`config.mk`:
```
export PLATFORM = sky130hd
export DESIGN_NAME = status_register_flat
export DESIGN_NICKNAME = d
export VERILOG_FILES = /design/src/rtl/status_register_if.sv /design/src/rtl/status_register.sv /design/src/flat_wrapper.sv
export SDC_FILE = /design/constraint.sdc
export NUM_CORES = 1
export LEC_CHECK = 0
export CORE_AREA = 2 2 45 47
export DETAILED_ROUTE_END_ITERATION = 16
export DIE_AREA = 0 0 47 49
export GPL_ROUTABILITY_DRIVEN = 1
export MAX_ROUTING_LAYER = met4
export PLACE_DENSITY = 0.79
export SYNTH_ARGS = -nofsm -noshare
export SYNTH_HDL_FRONTEND = slang
export SYNTH_SLANG_ARGS = --single-unit
```
`constraint.sdc`:
```
create_clock -name clk -period 3.7 [get_ports clk]
set_input_delay 0.74 -clock clk [delete_from_list [all_inputs] [get_ports clk]]
set_output_delay 0.74 -clock clk [all_outputs]
set_load 0.05 [all_outputs]
```
`src/rtl/status_register_if.sv`:
```
// Status-register bus: EXE flag inputs, MSR write port and status views.
interface status_register_if #(
  parameter int unsigned CNT_W = 8
);
  logic [3:0]       alu_status;
  logic             s_en;
  logic             exe_valid;
  logic             cond_pass;
  logic             flush;
  logic             freeze;
  logic             msr_wr;
  logic [3:0]       msr_mask;
  logic [3:0]       msr_data;
  logic             clr_sticky;
  logic [3:0]       status;
  logic [3:0]       status_fwd;
  logic             sticky_v;
  logic [CNT_W-1:0] upd_cnt;
  logic             upd_pulse;

  // Pipeline/control side drives requests and observes the status views.
  modport master (
    output alu_status, s_en, exe_valid, cond_pass, flush, freeze,
           msr_wr, msr_mask, msr_data, clr_sticky,
    input  status, status_fwd, sticky_v, upd_cnt, upd_pulse
  );

  // Status register side.
  modport slave (
    input  alu_status, s_en, exe_valid, cond_pass, flush, freeze,
           msr_wr, msr_mask, msr_data, clr_sticky,
    output status, status_fwd, sticky_v, upd_cnt, upd_pulse
  );
endinterface

```
`src/rtl/status_register.sv`:
```
// Producer of the {z,c,n,v} status nibble: ALU flag latch, masked MSR write,
// freeze/flush gating, sticky overflow and saturating update counter.
module status_register #(
  parameter int unsigned CNT_W       = 8,
  parameter logic [3:0]  RESET_FLAGS = 4'b0000
) (
  input logic              clk,
  input logic              rst_n,
  status_register_if.slave bus
);

  localparam logic [CNT_W-1:0] CntMax = {CNT_W{1'b1}};

  logic [3:0]       status_q;
  logic [3:0]       next_status;
  logic             sticky_q;
  logic [CNT_W-1:0] cnt_q;
  logic             pulse_q;
  logic             alu_upd;
  logic             msr_upd;
  logic             sticky_set;

  assign alu_upd = bus.exe_valid & bus.s_en & bus.cond_pass & ~bus.flush & ~bus.freeze;
  // Flush only squashes the EXE instruction; an MSR write is independent of it.
  assign msr_upd = bus.msr_wr & ~bus.freeze;

  // Per-bit next status: MSR owns masked bits, ALU owns the rest.
  always_comb begin
    next_status = status_q;
    for (int i = 0; i < 4; i++) begin
      if (msr_upd && bus.msr_mask[i]) begin
        next_status[i] = bus.msr_data[i];
      end else if (alu_upd) begin
        next_status[i] = bus.alu_status[i];
      end
    end
  end

  assign sticky_set = next_status[0] & (alu_upd | (msr_upd & bus.msr_mask[0]));

  // State update; freeze holds everything because both update enables drop.
  always_ff @(posedge clk or negedge rst_n) begin
    if (!rst_n) begin
      status_q <= RESET_FLAGS;
      sticky_q <= 1'b0;
      cnt_q    <= '0;
      pulse_q  <= 1'b0;
    end else begin
      status_q <= next_status;
      if (sticky_set) begin
        sticky_q <= 1'b1;
      end else if (bus.clr_sticky && !bus.freeze) begin
        sticky_q <= 1'b0;
      end
      if (alu_upd && cnt_q != CntMax) begin
        cnt_q <= cnt_q + 1'b1;
      end
      pulse_q <= alu_upd;
    end
  end

  assign bus.status     = status_q;
  assign bus.status_fwd = next_status;
  assign bus.sticky_v   = sticky_q;
  assign bus.upd_cnt    = cnt_q;
  assign bus.upd_pulse  = pulse_q;

endmodule

```
`src/flat_wrapper.sv`:
```
// flat-port wrapper written by rule: the top's interface ports become plain ports
module status_register_flat 
#(
  parameter int unsigned CNT_W       = 8,
  parameter logic [3:0]  RESET_FLAGS = 4'b0000
)
  (clk, rst_n, bus_alu_status, bus_s_en, bus_exe_valid, bus_cond_pass, bus_flush, bus_freeze, bus_msr_wr, bus_msr_mask, bus_msr_data, bus_clr_sticky, bus_status, bus_status_fwd, bus_sticky_v, bus_upd_cnt, bus_upd_pulse);
  status_register_if #(.CNT_W(CNT_W)) bus_i ();
  input logic clk;
  input logic rst_n;
  input wire logic [$bits(bus_i.alu_status)-1:0] bus_alu_status;
  input wire logic [$bits(bus_i.s_en)-1:0] bus_s_en;
  input wire logic [$bits(bus_i.exe_valid)-1:0] bus_exe_valid;
  input wire logic [$bits(bus_i.cond_pass)-1:0] bus_cond_pass;
  input wire logic [$bits(bus_i.flush)-1:0] bus_flush;
  input wire logic [$bits(bus_i.freeze)-1:0] bus_freeze;
  input wire logic [$bits(bus_i.msr_wr)-1:0] bus_msr_wr;
  input wire logic [$bits(bus_i.msr_mask)-1:0] bus_msr_mask;
  input wire logic [$bits(bus_i.msr_data)-1:0] bus_msr_data;
  input wire logic [$bits(bus_i.clr_sticky)-1:0] bus_clr_sticky;
  output wire logic [$bits(bus_i.status)-1:0] bus_status;
  output wire logic [$bits(bus_i.status_fwd)-1:0] bus_status_fwd;
  output wire logic [$bits(bus_i.sticky_v)-1:0] bus_sticky_v;
  output wire logic [$bits(bus_i.upd_cnt)-1:0] bus_upd_cnt;
  output wire logic [$bits(bus_i.upd_pulse)-1:0] bus_upd_pulse;
  assign bus_i.alu_status = bus_alu_status;
  assign bus_i.s_en = bus_s_en;
  assign bus_i.exe_valid = bus_exe_valid;
  assign bus_i.cond_pass = bus_cond_pass;
  assign bus_i.flush = bus_flush;
  assign bus_i.freeze = bus_freeze;
  assign bus_i.msr_wr = bus_msr_wr;
  assign bus_i.msr_mask = bus_msr_mask;
  assign bus_i.msr_data = bus_msr_data;
  assign bus_i.clr_sticky = bus_clr_sticky;
  assign bus_status = bus_i.status;
  assign bus_status_fwd = bus_i.status_fwd;
  assign bus_sticky_v = bus_i.sticky_v;
  assign bus_upd_cnt = bus_i.upd_cnt;
  assign bus_upd_pulse = bus_i.upd_pulse;
  status_register #(.CNT_W(CNT_W), .RESET_FLAGS(RESET_FLAGS)) u_core (.clk(clk), .rst_n(rst_n), .bus(bus_i));
endmodule
```
==> flow_summary_export.csv <==
group,metric,value,unit
synthesis,synthesis.nets,90,
worst_setup_path,rr_endpoint,"u_core.bus.upd_cnt[1]",
floorplanning,floorplan.initialDensity,38.2,%
hold_path,min-delay-start,"u_core.bus.sticky_v",
synthesis,synth_ff_type,"sky130_fd_sc_hd__dfrtp_1",
clocking,cts_max_path_buffers,2,
worst_setup_path,flop_to_flop_setup_slack,2.00,ns
global_routing,vias_in_the_first_global_route,698,
synthesis,postSynthRegisterBits,14,
global_routing,grt_first_pass_wirelength,2820,um
worst_setup_path,worstPathRequired,2.96,ns
routing,number_of_vias_per_cell,4.94,
synthesis,synthTopCellsByArea,"sky130_fd_sc_hd__dfrtp_1 (50%), sky130_fd_sc_hd__nand2_1 (8.0%), sky130_fd_sc_hd__nand4b_4 (3.4%)",
power_and_ir_drop,leakagePower,0.528,nW
power_and_ir_drop,peakVddDrop,0.339,mV
finish,proportion_of_layout_cells_with_a_drive_suffix_above_1,13.6,%
run_status,run_status,"finished clean",
sta,maxSlewViolCount,0,
synthesis,synth_async_sr_flop_share,100,%
worst_setup_path,worstSetupStartpoint,"bus_s_en",
sta,period_needed,3.12,ns
clocking,clock-sinks,14,
finish,final_nets,133,
global_routing,gr-usage-all-layers,16.8,%
synthesis,avgSynthCellArea,10.3,sq um
routing,drt_first_iter_violations,9,
hold_path,whs_endpoint,"u_core.bus.sticky_v",
worst_setup_path,worstReg2RegStart,"u_core.bus.upd_cnt[0]",
finish,insertedDiodeCount,0,
sta,fin_skew,0.00105,ns
finish,final_core_util,64.6,%
worst_setup_path,arrival,2.38,ns
clocking,tritoncts,"built",
synthesis,synth_cell_type_count,25,
placement,finalWeightedCongestion,0.720,
synthesis,synth_area_leader,"sky130_fd_sc_hd__dfrtp_1",
floorplanning,placementRows,16,
synthesis,synth.yosys.warnings,0,
routing,drtAntennaViolNets,0,
routing,wl_per_cell,11.8,um
clocking,cts_resized,0,
finish,final_common_cell,"sky130_fd_sc_hd__clkdlybuf4s50_1",
sta,layout_worst_path_cycle_share,84.2,%
global_routing,number_of_antenna_violations_at_the_first_check_in_global_routing,0,
synthesis,synth_cells,68,
sta,fin_setup_tns,0,ns
routing,route.vias.total,677,
sta,hold_violations,0,
worst_setup_path,r2r.worst_path.cells,4,
floorplanning,total_die_area,2300,sq um
worst_setup_path,crit_path_end_kind,"output port",
clocking,number_of_setup_buffers_added_after_cts,0,
global_routing,grt-ovfl-total,0,
sta,tightestPinTransition,0.617,ns
finish,area_growth,69.2,%
synthesis,synth_seq_area_share,49.8,%
floorplanning,die_width,47,um
worst_setup_path,timing_worst_setup_path_type,"primary input to output port",
placement,placed_cells_incl_taps,133,
routing,drt_pre_antenna_iters,4,
routing,routed_wirelength,1610,um
hold_path,hold_path_depth,2,
sta,grt_setup_unrepaired,"no",
clocking,clock_insertion_delay_worst_skew,0.27,ns
sta,max_freq,321,MHz
sta,setup_violations,0,
clocking,clockRootBuffer,"sky130_fd_sc_hd__clkbuf_4",
synthesis,synth_enable_flop_cells,0,
routing,drc,0,
synthesis,synth_largest_type_area_fraction,49.8,%
run,timing.max_cap.violations,0,
global_routing,pin_count_of_the_biggest_net_entering_global_routing,15,
finish,most-common-layout-cells,"sky130_fd_sc_hd__clkdlybuf4s50_1 (34), sky130_fd_sc_hd__nand2_1 (15), sky130_fd_sc_hd__dfrtp_1 (14)",
power_and_ir_drop,power.density_cell_area,522,nW/um^2
floorplanning,io-pin-count,39,
floorplanning,design.core.area,1840,sq um
clocking,postCtsHoldBufs,0,
clocking,number_of_buffers_created_by_cts,3,
clocking,htree_num_levels,1,
hold_path,hold_path.class,"flip-flop to flip-flop",
placement,io_buffers,38,
sta,timing.slew.headroom,58.8,%
clocking,path_clk_slew,0.08,ns
synthesis,post_synthesis_cell_area,703,sq um
finish,finish.cell_count_without_fillers,137,
floorplanning,die_h,49,um
worst_setup_path,worstSetupStartpointType,"primary input",
placement,dp.final_hpwl,1320,um
worst_setup_path,worstPathMaxFanout,7,
==> synth_stat cells (3+ instances only) <==
master                    number
sky130_fd_sc_hd__dfrtp_1      14
sky130_fd_sc_hd__nand2_1      15
sky130_fd_sc_hd__a31oi_1       3
sky130_fd_sc_hd__nor2_1        5
sky130_fd_sc_hd__inv_1         3
==> cell families (layout without fill, tap and decap cells) <==
kind of cell / Yosys count / in the layout / synth area share, %
AND/OR/NAND/NOR: 32 / 32 / 24.7
flip-flops: 14 / 14 / 49.8
AO/OA/AOI/OAI: 9 / 9 / 8.36
XOR/XNOR: 4 / 4 / 6.05
multiplexers: 4 / 4 / 6.05
buffers and inverters: 4 / 46 / 3.20
adder cells (fa/ha/maj): 1 / 1 / 1.78
==> flip-flops by register name (all words and copies together), names as in the netlist <==
name / flops
u_core.bus.upd_cnt: 8
u_core.bus.upd_pulse: 1
u_core.bus.sticky_v: 1
u_core.bus.status: 4
==> how the worst max path moves through the flow <==
| stage | to | slack [ns] |
|---|---|---|
| 2_1_floorplan | bus_status_fwd[0] | 0.66 |
| 3_3_place_gp | bus_status_fwd[0] | 0.61 |
| 3_5_place_dp | bus_status_fwd[0] | 0.57 |
| 4_1_cts | bus_status_fwd[0] | 0.56 |
| 5_1_grt | bus_status_fwd[0] | 0.45 |
| 6_report | bus_status_fwd[0] | 0.58 |
==> critical path: stages <==
cell and delay (ns):
sky130_fd_sc_hd__clkdlybuf4s50_1 0.51, sky130_fd_sc_hd__nand4b_4 0.12, sky130_fd_sc_hd__or2_0 0.22, sky130_fd_sc_hd__inv_1 0.17
sky130_fd_sc_hd__a21boi_0 0.14, sky130_fd_sc_hd__a21oi_1 0.30, sky130_fd_sc_hd__buf_12 0.18
==> layer usage <==
metal  part of all wire [%]  GRT usage [%]  vias up  routed length, um
met3                    4.1           1.11        4                 66
li1                       -              -      329                  -
met4                    2.0           8.33        0                 33
met1                     40           19.5      320                647
met5                      0              -        -                  0
met2                     54           28.1       24                865
==> report_power, final <==
part | switching, mW | internal, mW | leakage, nW
sequential | 0.0304 | 0.181 | 0.174
combinational | 0.182 | 0.120 | 0.332
clock | 0.0483 | 0.0598 | 0.0210
==> area by class of cell <==
| type | instances | area (sq um) |
|---|---|---|
| Inverter | 3 | 11.3 |
| Timing Repair Buffer | 39 | 428 |
| Clock buffer | 4 | 36.3 |
| Multi-Input combinational cell | 50 | 330 |
| Tap cell | 27 | 33.8 |
| Sequential cell | 14 | 350 |
| Fill cell | 157 | 652 |
==> per-stage QoR <==
step | hold slack [ns] | area (sq um) | setup slack (ns) | total power [mW]
floorplan | 0.444 | 703 | 0.656 | 0.384
global placement | 0.509 | 1150 | 0.606 | 0.513
detailed placement | 0.510 | 1150 | 0.571 | 0.518
CTS | 0.532 | 1190 | 0.562 | 0.626
global route | 0.573 | 1190 | 0.454 | 0.654
finish | 0.530 | 1190 | 0.583 | 0.621
(Power assumes the default switching activity.)
